### src/rtl/pc_fetch_seq_pkg.sv
// Shared definitions for the valid/PC pipeline front end and its consumers.
// Holds the fetch FSM state encoding and pipeline-wide constants.
package pc_pipe_pkg;

  typedef enum logic [1:0] {
    IDLE   = 2'd0,
    RUN    = 2'd1,
    BUBBLE = 2'd2,
    HALTED = 2'd3
  } pc_state_e;

  localparam int unsigned PC_WIDTH_DEF = 16;
  localparam int unsigned PC_INC_DEF   = 1;
  localparam int unsigned N_STAGES     = 6;

endpackage

### src/rtl/pc_fetch_seq_if.sv
// Control/redirect inputs and stage-0 outputs of the fetch sequencer.
// The master side is the pipeline control; the slave side is the sequencer.
interface pc_fetch_seq_if #(
  parameter int unsigned PC_WIDTH  = 16,
  parameter int unsigned CNT_WIDTH = 8
);
  logic                 en;
  logic                 start;
  logic                 halt_req;
  logic                 br;
  logic [PC_WIDTH-1:0]  br_target;
  logic                 br_c;
  logic [PC_WIDTH-1:0]  br_c_target;
  logic                 pc_en;
  logic [PC_WIDTH-1:0]  pc0;
  logic                 busy;
  logic [CNT_WIDTH-1:0] redirect_cnt;

  modport master (
    output en, start, halt_req, br, br_target, br_c, br_c_target,
    input  pc_en, pc0, busy, redirect_cnt
  );

  modport slave (
    input  en, start, halt_req, br, br_target, br_c, br_c_target,
    output pc_en, pc0, busy, redirect_cnt
  );
endinterface

### src/rtl/pc_fetch_seq_bubble_ctr.sv
// 3-bit loadable down-counter used to time post-redirect bubbles.
// Load wins over decrement; the count stops at zero.
module pc_bubble_ctr (
  input  logic       clk,
  input  logic       rst_n,
  input  logic       i_load,
  input  logic       i_en,
  input  logic [2:0] i_load_val,
  output logic       o_zero
);

  logic [2:0] r_cnt;

  always_ff @(posedge clk or negedge rst_n) begin
    if (!rst_n) begin
      r_cnt <= '0;
    end else if (i_load) begin
      r_cnt <= i_load_val;
    end else if (i_en && (r_cnt != '0)) begin
      r_cnt <= r_cnt - 3'd1;
    end
  end

  assign o_zero = (r_cnt == '0);

endmodule

### src/rtl/pc_fetch_seq.sv
// Stage-0 producer for the valid/PC pipeline: sequential fetch, halt/resume,
// and br/br_c redirects with a fixed bubble count, all gated by the shared en.
module pc_fetch_seq
  import pc_pipe_pkg::*;
#(
  parameter int unsigned PC_WIDTH  = PC_WIDTH_DEF,
  parameter int unsigned RESET_PC  = 0,
  parameter int unsigned PC_INC    = PC_INC_DEF,
  parameter int unsigned BUBBLES   = 1,
  parameter int unsigned CNT_WIDTH = 8
) (
  input  logic clk,
  input  logic r_,
  pc_fetch_seq_if.slave bus
);

  localparam logic [PC_WIDTH-1:0] RESET_PC_V = PC_WIDTH'(RESET_PC);
  localparam logic [PC_WIDTH-1:0] PC_INC_V   = PC_WIDTH'(PC_INC);
  // The counter holds the bubbles still owed after the one emitted on the
  // redirect edge, so BUBBLE exits on the cycle it reads zero.
  localparam logic [2:0] BUBBLE_LOAD = 3'((BUBBLES == 0) ? 0 : BUBBLES - 1);

  pc_state_e            r_state;
  logic [PC_WIDTH-1:0]  r_pc0;
  logic                 r_pc_en;
  logic                 r_busy;
  logic [CNT_WIDTH-1:0] r_redir_cnt;

  logic                w_redir;
  logic [PC_WIDTH-1:0] w_target;
  logic                w_bub_zero;

  assign w_redir  = bus.en && (bus.br || bus.br_c) && (r_state != IDLE);
  assign w_target = bus.br_c ? bus.br_c_target : bus.br_target;

  pc_bubble_ctr u_bubble_ctr (
    .clk        (clk),
    .rst_n      (r_),
    .i_load     (w_redir),
    .i_en       (bus.en && (r_state == BUBBLE)),
    .i_load_val (BUBBLE_LOAD),
    .o_zero     (w_bub_zero)
  );

  always_ff @(posedge clk or negedge r_) begin
    if (!r_) begin
      r_state     <= IDLE;
      r_pc0       <= RESET_PC_V;
      r_pc_en     <= 1'b0;
      r_busy      <= 1'b0;
      r_redir_cnt <= '0;
    end else if (bus.en) begin
      if (w_redir) begin
        r_pc0 <= w_target;
        if (r_redir_cnt != '1) begin
          r_redir_cnt <= r_redir_cnt + CNT_WIDTH'(1);
        end
        if (r_state == HALTED) begin
          r_pc_en <= 1'b0;
          r_busy  <= 1'b0;
        end else if (BUBBLES == 0) begin
          r_state <= RUN;
          r_pc_en <= 1'b1;
          r_busy  <= 1'b1;
        end else begin
          r_state <= BUBBLE;
          r_pc_en <= 1'b0;
          r_busy  <= 1'b1;
        end
      end else begin
        unique case (r_state)
          IDLE: begin
            if (bus.start) begin
              r_state <= RUN;
              r_pc_en <= 1'b1;
              r_busy  <= 1'b1;
            end
          end
          RUN: begin
            if (bus.halt_req) begin
              r_state <= HALTED;
              r_pc_en <= 1'b0;
              r_busy  <= 1'b0;
            end else begin
              r_pc0   <= r_pc0 + PC_INC_V;
              r_pc_en <= 1'b1;
            end
          end
          BUBBLE: begin
            if (w_bub_zero) begin
              r_state <= RUN;
              r_pc_en <= 1'b1;
            end else begin
              r_pc_en <= 1'b0;
            end
          end
          HALTED: begin
            if (bus.start) begin
              r_state <= RUN;
              r_pc_en <= 1'b1;
              r_busy  <= 1'b1;
            end
          end
        endcase
      end
    end
  end

  assign bus.pc_en        = r_pc_en;
  assign bus.pc0          = r_pc0;
  assign bus.busy         = r_busy;
  assign bus.redirect_cnt = r_redir_cnt;

endmodule

### src/flat_wrapper.sv
// flat-port wrapper written by rule: the top's interface ports become plain ports
module pc_fetch_seq_flat import pc_pipe_pkg::*;
#(
  parameter int unsigned PC_WIDTH  = PC_WIDTH_DEF,
  parameter int unsigned RESET_PC  = 0,
  parameter int unsigned PC_INC    = PC_INC_DEF,
  parameter int unsigned BUBBLES   = 1,
  parameter int unsigned CNT_WIDTH = 8
)
  (clk, r_, bus_en, bus_start, bus_halt_req, bus_br, bus_br_target, bus_br_c, bus_br_c_target, bus_pc_en, bus_pc0, bus_busy, bus_redirect_cnt);
  pc_fetch_seq_if #(.PC_WIDTH(PC_WIDTH), .CNT_WIDTH(CNT_WIDTH)) bus_i ();
  input  logic clk;
  input  logic r_;
  input wire logic [$bits(bus_i.en)-1:0] bus_en;
  input wire logic [$bits(bus_i.start)-1:0] bus_start;
  input wire logic [$bits(bus_i.halt_req)-1:0] bus_halt_req;
  input wire logic [$bits(bus_i.br)-1:0] bus_br;
  input wire logic [$bits(bus_i.br_target)-1:0] bus_br_target;
  input wire logic [$bits(bus_i.br_c)-1:0] bus_br_c;
  input wire logic [$bits(bus_i.br_c_target)-1:0] bus_br_c_target;
  output wire logic [$bits(bus_i.pc_en)-1:0] bus_pc_en;
  output wire logic [$bits(bus_i.pc0)-1:0] bus_pc0;
  output wire logic [$bits(bus_i.busy)-1:0] bus_busy;
  output wire logic [$bits(bus_i.redirect_cnt)-1:0] bus_redirect_cnt;
  assign bus_i.en = bus_en;
  assign bus_i.start = bus_start;
  assign bus_i.halt_req = bus_halt_req;
  assign bus_i.br = bus_br;
  assign bus_i.br_target = bus_br_target;
  assign bus_i.br_c = bus_br_c;
  assign bus_i.br_c_target = bus_br_c_target;
  assign bus_pc_en = bus_i.pc_en;
  assign bus_pc0 = bus_i.pc0;
  assign bus_busy = bus_i.busy;
  assign bus_redirect_cnt = bus_i.redirect_cnt;
  pc_fetch_seq #(.PC_WIDTH(PC_WIDTH), .RESET_PC(RESET_PC), .PC_INC(PC_INC), .BUBBLES(BUBBLES), .CNT_WIDTH(CNT_WIDTH)) u_core (.clk(clk), .r_(r_), .bus(bus_i));
endmodule
### config.mk
export PLATFORM = sky130hd
export DESIGN_NAME = pc_fetch_seq_flat
export DESIGN_NICKNAME = d
export VERILOG_FILES = /design/src/rtl/pc_fetch_seq_pkg.sv /design/src/rtl/pc_fetch_seq_if.sv /design/src/rtl/pc_fetch_seq_bubble_ctr.sv /design/src/rtl/pc_fetch_seq.sv /design/src/flat_wrapper.sv
export SDC_FILE = /design/constraint.sdc
export NUM_CORES = 1
export LEC_CHECK = 0
export ABC_AREA = 1
export BUFFER_PORTS_ARGS = -buffer_cell sky130_fd_sc_hd__buf_2
export CAP_MARGIN = 40
export CORE_ASPECT_RATIO = 0.8
export CORE_UTILIZATION = 34
export DETAILED_ROUTE_END_ITERATION = 8
export MAX_ROUTING_LAYER = met4
export SLEW_MARGIN = 20
export SYNTH_ARGS = -nofsm -noshare
export SYNTH_HDL_FRONTEND = slang
export SYNTH_HIERARCHICAL = 1
export SYNTH_SLANG_ARGS = --single-unit
### constraint.sdc
create_clock -name clk -period 2 [get_ports clk]
set_input_delay 0.2 -clock clk [delete_from_list [all_inputs] [get_ports clk]]
set_output_delay 0.2 -clock clk [all_outputs]
set_load 0.02 [all_outputs]
# Word level (Yosys, flattened, before mapping)

Index checks and enable logic that the tools add are counted.

Flip-flop bits (word level): 31
Logic and storage cells: 57
RAM bits: 0
Bits in latches: 0
Output and inout bits: 26
Input port bits: 39
Memories kept: 0
Memory bits (read-only): 0

Shift-type cells: 0
$lt $le $gt $ge: 0
Reduce and logical (&&, ||, !) cells: 18
Muxes and demuxes: 21
Multipliers: 0
Div/mod/pow operators: 0
Bitwise logic cells: 0
Add/subtract/negate cells: 3
Eq/ne operators: 9

Operators with widths:

| operator                                             | number |
|---|---|
| two-way mux 16 bit                                   | 4 |
| adder 16 x 1 -> 16 bit (second input constant)       | 1 |
| two-way mux 2 bit                                    | 5 |
| adder 8 x 1 -> 8 bit (second input constant)         | 1 |
| != test 8 bit (second input constant)                | 1 |
| two-way mux 1 bit                                    | 7 |
| two-way mux 3 bit                                    | 2 |
| != test 3 bit (second input constant)                | 2 |
| one-hot mux 2 bit (3 select lines)                   | 1 |
| AND reduction 3 bit                                  | 2 |
| nonzero test 2 bit                                   | 3 |
| nonzero test 3 bit                                   | 2 |
| AND reduction 5 bit                                  | 1 |
| equality test 2 bit (second input constant)          | 2 |
| logical AND 1 bit                                    | 4 |
| AND reduction 4 bit                                  | 1 |
| zero test 3 bit                                      | 1 |
| != test 3 x 1 -> 1 bit (second input constant)       | 1 |
| one-hot mux 1 bit (3 select lines)                   | 1 |
| subtractor 3 x 1 -> 3 bit (second input constant)    | 1 |
| equality test 2 x 1 -> 1 bit (second input constant) | 1 |
| zero test 2 bit                                      | 1 |
| != test 2 x 1 -> 1 bit (second input constant)       | 1 |
| != test 2 bit (second input constant)                | 1 |
| 4 further kinds                                      | 4 |

# Logic depth before layout (Yosys ltp)

Gate-level depths: netlist of the first run.

Word-level depth: 5
Gate-level depth with buffers: 10
Depth with buffers taken out: 9

# Cells and area by module

Netlist of the first run, hierarchy kept.

Modules (own cells, without submodules):

| module        | seq. area each (um2) | area an instance (um2) | cells an instance | instances |
|---|---|---|---|---|
| pc_fetch_seq  | 700.7                | 2,015.7                | 300               | 1 |
| pc_bubble_ctr | 75.1                 | 192.7                  | 27                | 1 |

# Worst setup path before layout of the first run

No wires, ideal clock.

Path type: reg-to-reg
Start point: reg u_core.r_state[1]
End point: reg u_core.r_pc0[10] (netlist: u_core/bus.pc0[10])
Arrival: 1,445 ps
Setup time: 118 ps
Data required time: 1,882 ps
Stages on the path, launching flop included: 11
Path buffers: 1
Path slack: 437 ps
Clock period less this slack: 1,563 ps
Cell sequence: dfrtp_1 > inv_1 > ha_1 > inv_1 > nor2_1 > nand2_2 > nand2_1 > buf_6 > nand2_1 > a21oi_1 > nor2_1

Word-level cells in the longest chain between the ends: 4
Elaborated cells on any way between the ends: 7
Classes of those cells: eq/ne: 2; mux: 1; reduce/logical: 4

Ends and longest elaborated chain:

| what                                                                   | line               | source |
|---|---|---|
| start: declaration                                                     | pc_fetch_seq.sv:23 | `pc_state_e r_state;` |
| start signal: assignment                                               | pc_fetch_seq.sv:47 | `r_state <= IDLE;` |
| start signal: assignment                                               | pc_fetch_seq.sv:62 | `r_state <= RUN;` |
| start signal: assignment                                               | pc_fetch_seq.sv:66 | `r_state <= BUBBLE;` |
| nonzero test 2 bit                                                     | pc_fetch_seq.sv:33 | `assign w_redir = bus.en && (bus.br \|\| bus.br_c) && (r_state != IDLE);` |
| logical AND 1 bit                                                      | pc_fetch_seq.sv:33 |  |
| != test 2 x 1 -> 1 bit (no line) or nonzero test 2 bit (tied branches) | -                  |  |
| AND reduction 3 bit (no line)                                          | -                  |  |
| end signal: assignment                                                 | pc_fetch_seq.sv:54 | `r_pc0 <= w_target;` |
| end signal: assignment                                                 | pc_fetch_seq.sv:85 | `r_pc0 <= r_pc0 + PC_INC_V;` |
| end: declaration                                                       | pc_fetch_seq.sv:24 | `logic [PC_WIDTH-1:0] r_pc0;` |

Parallel ways exist; a longest one is shown, timed or not.
A chain may end at the register's enable or synchronous reset.

# Worst setup path after layout of the first run

Start point: reg u_core.r_state[0]
End point: reg u_core.r_redir_cnt[6] (netlist: u_core/bus.redirect_cnt[6])

Word-level cells in the longest chain between the ends: 3

Ends and longest elaborated chain:

| what                          | line               | source |
|---|---|---|
| nonzero test 2 bit            | pc_fetch_seq.sv:33 |  |
| logical AND 1 bit             | pc_fetch_seq.sv:33 |  |
| AND reduction 3 bit (no line) | -                  |  |
| end signal: assignment        | pc_fetch_seq.sv:56 | `r_redir_cnt <= r_redir_cnt + CNT_WIDTH'(1);` |
| end: declaration              | pc_fetch_seq.sv:27 | `logic [CNT_WIDTH-1:0] r_redir_cnt;` |

No other way between the ends.

==> flow_summary.ini, run 1 <==
[pwr]
p_int_mw = 2.04
power.density_nw_per_um2 = 1410
pwr-share-seq_pct = 32.8
p_sw_mw = 1.80
switching_share_pct = 46.9
p_leak_nw = 1.46
clkPwrFrac_pct = 16.8
combPwrFrac_pct = 50.4
vdd_drop_max_v = 0.000371

[layout]
stdcell_area_um2 = 2730
final_common_cell = nand2_1
drive_gt1_share_pct = 22.4
fillerInstances = 675
final_util_pct = 44.8
final_nets = 443
area_delta_synth_final_pct = 23.6
antenna_cells = 0
layout_common_cells = nand2_1, buf_2, nor2_1, dfrtp_1, inv_1

[sta]
period_minus_slack_ns = 1.71
fin_tns_setup_ns = 0
finalHoldViolCount = 0
skew_ns = 0.00870
drv_slew = 0
relSlewSlack_pct = 53.1
tightestPinTransition_ns = 0.704
max_freq_mhz = 585
fin_crit_sh_pct = 85.5
setup_viol = 0
rsz0062_at_grt = false
hold-worst-slack_ns = 0.182

[floorplan]
fp.dieW_um = 92.1
ios = 65
rows = 25
start_util_pct = 36.2
core_region_area_um2 = 6100
die-area_um2 = 6820
die_h_um = 74.1

[grt]
grt_max_degree = 32
globalRouteTotalUtil_pct = 19.0
antenna_found_initial = 0
grt_pass1_vias = 2041
grt_pass1_wl_mm = 9.69
grt_overflow = 0

[critical_path]
required_ns = 2.16
cp_max_fo = 11
startpoint_type = register
critPathCaptureType = register
arrival_ns = 1.87
worstSetupPathType = reg -> reg

[synthesis]
yosysSeqAreaShare_pct = 35.1
yosys_warnings = 6
syn_inst = 327
syn_area_per_cell_um2 = 6.75
synthDistinctLibCells = 32
synth.cell_area_um2 = 2210
synth-seq-cells = 31

[clock_network]
cts.sinks = 31
cts_tree = done
clock_latency_ns = 0.29
clk_pin_slew_ns = 0.06
cts_buffers = 5
clockBufferDepth = 2
htreeDepth = 2
root_buffer = clkbuf_8

[routing]
post_drt_via_cell_ratio = 4.54
post-route-drc-count = 0
firstDrtPassIters = 4
finalWirelength_mm = 5.61
wl_per_cell_um = 11.7
drtAntennaViolNets = 0
drt_iter0_drc = 71
num_vias = 2171

[hold_path]
min_path_type = in -> reg

[placement]
portBuffers = 64
gp_congestion = 0.847
dp_hpwl_mm = 4.11
dpl_cell_area_um2 = 2600

[run_status]
status = finished, final reports clean

[job]
drv_cap = 0
[per-stage QoR]
stage          worst slack [ns]  power (mW)  std cells
6_report                  0.291        3.84        478
5_1_grt                  0.0432        4.24        478
4_1_cts                   0.177        3.87        478
3_5_place_dp              0.185        3.20        469
3_3_place_gp              0.271        3.16        469
2_1_floorplan             0.437        2.63        329
[final cells by class]
class                   instances  area [um2]  area share, %
clock inverters                 2        35.0           1.28
repair buffers                 69         364           13.3
clock buffers                   6        82.6           3.02
flip-flops and latches         31         776           28.4
inverters                      32         120           4.40
well taps                      81         101           3.71
multi-input cells             257        1250           45.8
[what timing repair did]
action	4_1_cts	5_1_grt
gates resized for setup	0	2
endpoints found under the hold margin	31	0
buffers inserted	0	0
endpoints found under the setup margin	0	6
hold buffers	1	0
[critical path, stage by stage, from the launching register on]
cell and delay [ns]:
dfrtp_1 0.39, inv_1 0.09, ha_1 0.23, nor2_4 0.14, buf_4 0.18, nand2_1 0.14
inv_1 0.18, nand2_1 0.09, xnor2_1 0.13
[path summary, 6_finish.rpt]
check,to,startpoint,slack [ns],cells after the start
max,u_core/bus.redirect_cnt[6],u_core/r_state[0],0.29,8
min,u_core/bus.pc0[0],bus_br_target[0],0.18,3
max reg2reg,u_core/bus.redirect_cnt[6],u_core/r_state[0],0.29,8
min in group asynchronous,u_core/bus.pc0[12],r_,0.51,2
max in group asynchronous,u_core/bus.pc0[0],r_,1.03,2
min reg2reg,u_core/bus.busy,u_core/bus.busy,0.48,2
[routing by layer]
metal  vias up  GRT usage (%)  wire (um)
li1       1167              -          -
met1       941           25.9       2910
met2        58           28.4       2360
met3         5           3.58        278
met4         0           6.25         59
met5         -              -          0
[cells by family after synthesis]
kind of cell / count (synthesis) / share of synthesized area [%]
fa+ha+maj: 8 / 4.53
flops: 31 / 35.1
compound gates: 40 / 11.4
simple gates: 197 / 36.5
xor+xnor: 9 / 3.57
buf+inv: 41 / 8.67
other cells: 1 / 0.170
[cells in the mapped netlist]
library cell / n / area share (%)
nand2_1: 119 / 20
nor2_1: 41 / 7.0
dfrtp_1: 31 / 35
inv_1: 30 / 5.1
nand3_1: 24 / 5.4
o21ai_0: 18 / 4.1
a21oi_1: 9 / 2.0
ha_1: 8 / 4.5
xor2_1: 6 / 2.4
buf_6: 4 / 2.0
nand4_1: 4 / 1.1
o211ai_1: 4 / 1.4
buf_2: 3 / 0.68
or2_2: 3 / 0.85
xnor2_1: 3 / 1.2
a31oi_1: 2 / 0.57
inv_2: 2 / 0.34
nand2_2: 2 / 0.57
a21boi_0: 1 / 0.34
a21boi_4: 1 / 0.85
buf_4: 1 / 0.34
clkbuf_1: 1 / 0.17
conb_1: 1 / 0.17
nand3b_1: 1 / 0.34
nor2_2: 1 / 0.28
nor2_4: 1 / 0.51
nor3_1: 1 / 0.23
o21ai_2: 1 / 0.40
o21bai_1: 1 / 0.34
o221ai_1: 1 / 0.40
o22ai_1: 1 / 0.28
o32ai_2: 1 / 0.74
[state kept, by name, summed over array words and instances, names as in the netlist]
name                       count
u_core/bus.redirect_cnt        8
u_core/u_bubble_ctr/r_cnt      3
u_core/bus.busy                1
u_core/bus.pc_en               1
u_core/r_state                 2
u_core/bus.pc0                16
[power by group through the flow]
stage	clock network (mW)	logic, mW	registers (mW)
final	0.643	1.94	1.26
after floorplan	0	1.14	1.49
after detailed placement	0	1.93	1.27
after global placement	0	1.90	1.27
after CTS	0.667	1.94	1.27
after global routing	0.690	2.23	1.32
Power figures use the tool's default switching activity.
==> run 2, diff against run 1 <==
--- a/config.mk
+++ b/config.mk
@@ -9,10 +9,11 @@
 export BUFFER_PORTS_ARGS = -buffer_cell sky130_fd_sc_hd__buf_2
 export CAP_MARGIN = 40
 export CORE_ASPECT_RATIO = 0.8
+export CORE_MARGIN = 2
 export CORE_UTILIZATION = 34
 export DETAILED_ROUTE_END_ITERATION = 8
 export MAX_ROUTING_LAYER = met4
-export SLEW_MARGIN = 20
+export SLEW_MARGIN = 10
 export SYNTH_ARGS = -nofsm -noshare
 export SYNTH_HDL_FRONTEND = slang
 export SYNTH_HIERARCHICAL = 1
==> constraint.sdc (replaced) <==
create_clock -name clk -period 2 [get_ports clk]
set_input_delay 0.2 -clock clk [delete_from_list [all_inputs] [get_ports clk]]
set_output_delay 0.2 -clock clk [all_outputs]
set_load 0.05 [all_outputs]
==> flow_summary.ini, run 2 (synthesized netlist as in run 1, its figures left out) <==
[run_status]
status = finished, violations left
violations = negative hold slack

[critical_path]
crit_cells = 10
worstSetupPathType = reg -> reg
ff2ff_path_depth = 10
critPathCaptureType = register
startpoint_type = register
critical_path.max_stage_delay_ns = 0.41
rrSetupSlack_ns = 0.18
cpLargestDelayFamily = simple AND/OR/NAND/NOR gates
cp_max_fo = 21
reg2reg_from = u_core/r_state[1]
cp.buffers_inverters = 3
worstPathCellList = inv_1 -> ha_1 -> inv_1 -> nor2_1 -> nand2_2 -> nand2_1 -> buf_6 -> nand2_1 -> a21oi_1 -> nor2_1
r2r_end = u_core/bus.pc0[14]
slowest_stage = dfrtp_1
required_ns = 2.17
arrival_ns = 1.99

[routing]
post-route-drc-count = 0
wl_per_cell_um = 11.7
firstDrtPassIters = 4
finalWirelength_mm = 5.63
post_drt_via_cell_ratio = 4.62
drt_iter0_drc = 119
num_vias = 2219
drtAntennaViolNets = 0

[grt]
globalRouteTotalUtil_pct = 16.9
grt_pass1_wl_mm = 9.49
grt_max_degree = 32
grt_pass1_vias = 2022
grt_overflow = 0
antenna_found_initial = 0

[sta]
drv_slew = 0
fin_crit_sh_pct = 91.0
setup_viol = 0
relSlewSlack_pct = 52.6
skew_ns = 0.00611
fin_tns_setup_ns = 0
finalHoldViolCount = 31
period_minus_slack_ns = 1.82
hold-worst-slack_ns = -0.0322
tightestPinTransition_ns = 0.711
rsz0062_at_grt = false
max_freq_mhz = 549

[pwr]
p_leak_nw = 1.45
vdd_drop_max_v = 0.000565
total_power_mw = 4.25
power.density_nw_per_um2 = 1580

[placement]
dp_hpwl_mm = 4.25
dp.cells = 473
portBuffers = 64
gp_congestion = 0.877

[layout]
drive_gt1_share_pct = 22.2
area_delta_synth_final_pct = 22.2
antenna_cells = 0
final_cells = 480
final_common_cell = nand2_1
largest_reg_flops = 16
layout_common_cells = nand2_1, buf_2, nor2_1, dfrtp_1, inv_1
final_nets = 443

[floorplan]
die-area_um2 = 7160
fp.dieW_um = 94.1
start_util_pct = 34.8
ios = 65
die_h_um = 76.1
rows = 26
core_region_area_um2 = 6340

[clock_network]
root_buffer = clkbuf_8
clock_latency_ns = 0.28
cts.sinks = 31
clk_pin_slew_ns = 0.07
cts_buffers = 5
cts_tree = done
clockBufferDepth = 2
htreeDepth = 2

[job]
drv_cap = 0

[hold_path]
min_path_type = in -> async
-- run 2: cell count changes in the layout (fill, tap and decap cells not counted), sizes merged --
cell         before  now
bufinv            1    0
dlygate4sd3       1    0
buf              68   69
-- run 2: power by group --
part | switching, mW | total, mW | internal [mW] | leakage, nW
Clock | 0.228 | 0.497 | 0.270 | 0.0470
Sequential | 0.329 | 1.25 | 0.918 | 0.368
Combinational | 1.79 | 2.51 | 0.723 | 1.03
-- run 2: how the worst max path moves through the flow --
stage	start	end	slack, ns
floorplan	u_core/bus.pc0[0]	u_core/bus.pc0[8]	0.23
global placement	u_core/r_state[1]	u_core/bus.pc0[13]	0.26
detailed placement	u_core/r_state[1]	u_core/bus.pc0[14]	0.15
CTS	u_core/r_state[1]	u_core/bus.pc0[14]	0.15
global route	u_core/r_state[1]	u_core/bus.pc0[14]	0.01
finish	u_core/r_state[1]	u_core/bus.pc0[14]	0.18
-- run 2: through the flow --
| stage | setup WS [ns] | instance area, um2 | util, % |
|---|---|---|---|
| after detailed placement | 0.154 | 2610 | 41.1 |
| after global placement | 0.258 | 2610 | 41.1 |
| after floorplan | 0.229 | 2220 | - |
| after CTS | 0.148 | 2700 | 42.5 |
| after global routing | 0.0140 | 2700 | 42.5 |
| final | 0.180 | 2700 | 42.5 |
-- run 2: cell type report --
type	instances	area, um2
Timing Repair Buffer	69	362
Fill cell	694	3640
Multi-Input combinational cell	257	1250
Sequential cell	31	776
Tap cell	84	105
Clock inverter	1	5.00
Clock buffer	6	82.6
Inverter	32	120
-- run 2: repair_timing --
action,in CTS,in global routing
setup endpoints to repair,0,4
setup buffers,0,0
gates resized for setup,0,1
hold buffers,0,0
-- run 2: layer usage --
metal,GRT usage (%),up-vias,part of all wire [%]
met5,-,-,0
met4,4.35,0,1.2
met3,3.07,7,6.1
met2,23.7,68,40
met1,25.0,970,53
li1,-,1174,-
-- run 2: worst reg2reg max path: stages, from the launching register on --
cell,delay (ns)
dfrtp_1,0.41
inv_1,0.12
ha_1,0.18
inv_1,0.07
nor2_1,0.19
nand2_2,0.18
nand2_1,0.12
buf_6,0.19
nand2_1,0.07
a21oi_1,0.12
nor2_1,0.06
==> run 3, diff against run 2 <==
--- a/config.mk
+++ b/config.mk
@@ -13,6 +13,7 @@
 export CORE_UTILIZATION = 34
 export DETAILED_ROUTE_END_ITERATION = 8
 export MAX_ROUTING_LAYER = met4
+export SETUP_SLACK_MARGIN = 0.5
 export SLEW_MARGIN = 10
 export SYNTH_ARGS = -nofsm -noshare
 export SYNTH_HDL_FRONTEND = slang
==> flow_summary.ini, run 3 (synthesized netlist as in run 1, its figures left out) <==
[job]
drv_cap = 0

[pwr]
p_sw_mw = 2.66
pwr-share-seq_pct = 25.9
p_int_mw = 2.37
combPwrFrac_pct = 64.4
power.density_nw_per_um2 = 1560
p_leak_nw = 1.63
switching_share_pct = 52.9
total_power_mw = 5.03
clkPwrFrac_pct = 9.7
vdd_drop_max_v = 0.000836

[run_status]
status = finished, final reports clean

[layout]
final_nets = 465
antenna_cells = 0
final_util_pct = 50.7
multi_input_area_um2 = 1410
regArea_um2 = 792
drive_gt1_share_pct = 36.8
final_cells = 503
layout_common_cells = nand2_1, buf_2, nor2_1, inv_1, nand3_1
largest_reg_flops = 16
area_delta_synth_final_pct = 45.5
fillerInstances = 643
final_common_cell = nand2_1

[grt]
grt_max_degree = 32
grt_pass1_vias = 2152
globalRouteTotalUtil_pct = 18.1
grt_overflow = 0
antenna_found_initial = 0
grt_pass1_wl_mm = 9.97

[placement]
portBuffers = 64
gp_congestion = 0.846
place_ws_ns = 0.218
dp_hpwl_mm = 4.39
dp.cells = 472

[routing]
post_drt_via_cell_ratio = 4.81
wl_per_cell_um = 13.2
num_vias = 2418
finalWirelength_mm = 6.63
drt_iter0_drc = 121
firstDrtPassIters = 4
drtAntennaViolNets = 0
post-route-drc-count = 0

[clock_network]
clockBufferDepth = 2
cts_tree = done
root_buffer = clkbuf_8
clock_latency_ns = 0.29
clk_pin_slew_ns = 0.07
cts_buffers = 5
htreeDepth = 2
cts.sinks = 31

[sta]
drv_slew = 0
period_minus_slack_ns = 1.50
relSlewSlack_pct = 48.7
tightestPinTransition_ns = 0.770
worst_slack_ns = 0.497
fin_crit_sh_pct = 75.2
rsz0062_at_grt = true
fin_tns_setup_ns = 0
skew_ns = 0.00859
max_freq_mhz = 665
finalHoldViolCount = 0
setup_viol = 0

[critical_path]
ff2ff_path_depth = 10
arrival_ns = 1.69
critical_path.max_stage_delay_ns = 0.44
cp.buffers_inverters = 4
crit_cells = 10
rrSetupSlack_ns = 0.50
crit_top_cell = buf_12
reg2reg_from = u_core/r_state[0]
startpoint_type = register
critPathCaptureType = register
cpLargestDelayFamily = buffers and inverters
required_ns = 2.18
slowest_stage = dfrtp_2
r2r_end = u_core/bus.pc0[10]
worstSetupPathType = reg -> reg
worstPathCellList = inv_2 -> ha_4 -> nor2_4 -> buf_12 -> buf_12 -> clkbuf_16 -> nand2_1 -> nand2_2 -> a21oi_2 -> nor2_1
cp_max_fo = 7

[hold_path]
hold-path-endpoint = u_core/bus.pc0[0]
min_path_type = in -> reg
hp-start = bus_br_target[0]
hold_depth = 3

[floorplan]
rows = 26
start_util_pct = 34.8
core_region_area_um2 = 6340
fp.dieW_um = 94.1
ios = 65
die-area_um2 = 7160
die_h_um = 76.1
run 3: changes by cell type in the layout (fill, tap and decap cells not counted), moves of 4 or more:
cell / change
nand2_2: +6
a21oi_1: -4
clkbuf_16: +4
nand2_1: -10
ha_4: +4
buf_12: +4
ha_1: -4
dfrtp_2: +13
dfrtp_1: -13
a21oi_2: +4
buf_4: +9
inv_1: -4
o21ai_0: -6
run 3: power groups by stage:
stage	registers, mW	logic (mW)	clock network (mW)
6_report	1.30	3.24	0.488
5_1_grt	1.36	3.50	0.529
4_1_cts	1.31	2.73	0.499
3_5_place_dp	1.32	2.53	0
3_3_place_gp	1.30	2.49	0
2_1_floorplan	2.07	1.17	0
run 3: per-layer routing:
layer | part of all wire [%] | GRT usage, % | up-vias | wire (um)
li1 | - | - | 1220 | -
met1 | 48 | 24.0 | 1122 | 3200
met2 | 45 | 26.8 | 66 | 2970
met3 | 5.4 | 3.86 | 10 | 358
met4 | 1.5 | 7.68 | 0 | 98
met5 | 0 | - | - | 0
run 3: how the worst max path moves through the flow:
| stage | startpoint | end | slack, ns |
|---|---|---|---|
| floorplan | u_core/bus.pc0[0] | u_core/bus.pc0[8] | 0.48 |
| global placement | u_core/r_state[0] | u_core/r_state[0] | 0.32 |
| detailed placement | u_core/r_state[1] | u_core/bus.pc0[14] | 0.22 |
| CTS | u_core/r_state[0] | u_core/r_state[0] | 0.50 |
| global route | u_core/r_state[0] | u_core/r_state[0] | 0.43 |
| finish | u_core/r_state[0] | u_core/bus.pc0[10] | 0.50 |
run 3: worst min-delay path: cells and delay by family:
kind	cells	cell delay [ns]
buffers and inverters	1	0.07
AOI/OAI and AO/OA	2	0.14
run 3: area by class of cell:
class,count,area share [%]
clock buffer,5,2.14
inverter,32,4.05
clock inverter,3,0.467
multi-input combinational,257,44.0
timing repair buffer,91,21.4
sequential,31,24.6
tap,84,3.27
run 3: what timing repair did:
| action | 4_1_cts | 5_1_grt |
|---|---|---|
| gates resized for setup | 17 | 40 |
| endpoints found under the hold margin | 11 | 0 |
| hold buffers | 1 | 0 |
| endpoints found under the setup margin | 21 | 27 |
| cloned | 1 | 5 |
| pin swaps | 2 | 7 |
| buffers inserted | 6 | 10 |
run 3: stage by stage:
step                      area (um2)  hold slack (ns)
after detailed placement        2660            0.310
after floorplan                 2270          -0.0956
after global routing            3210            0.212
final                           3210            0.161
after global placement          2660            0.308
after CTS                       2870            0.149
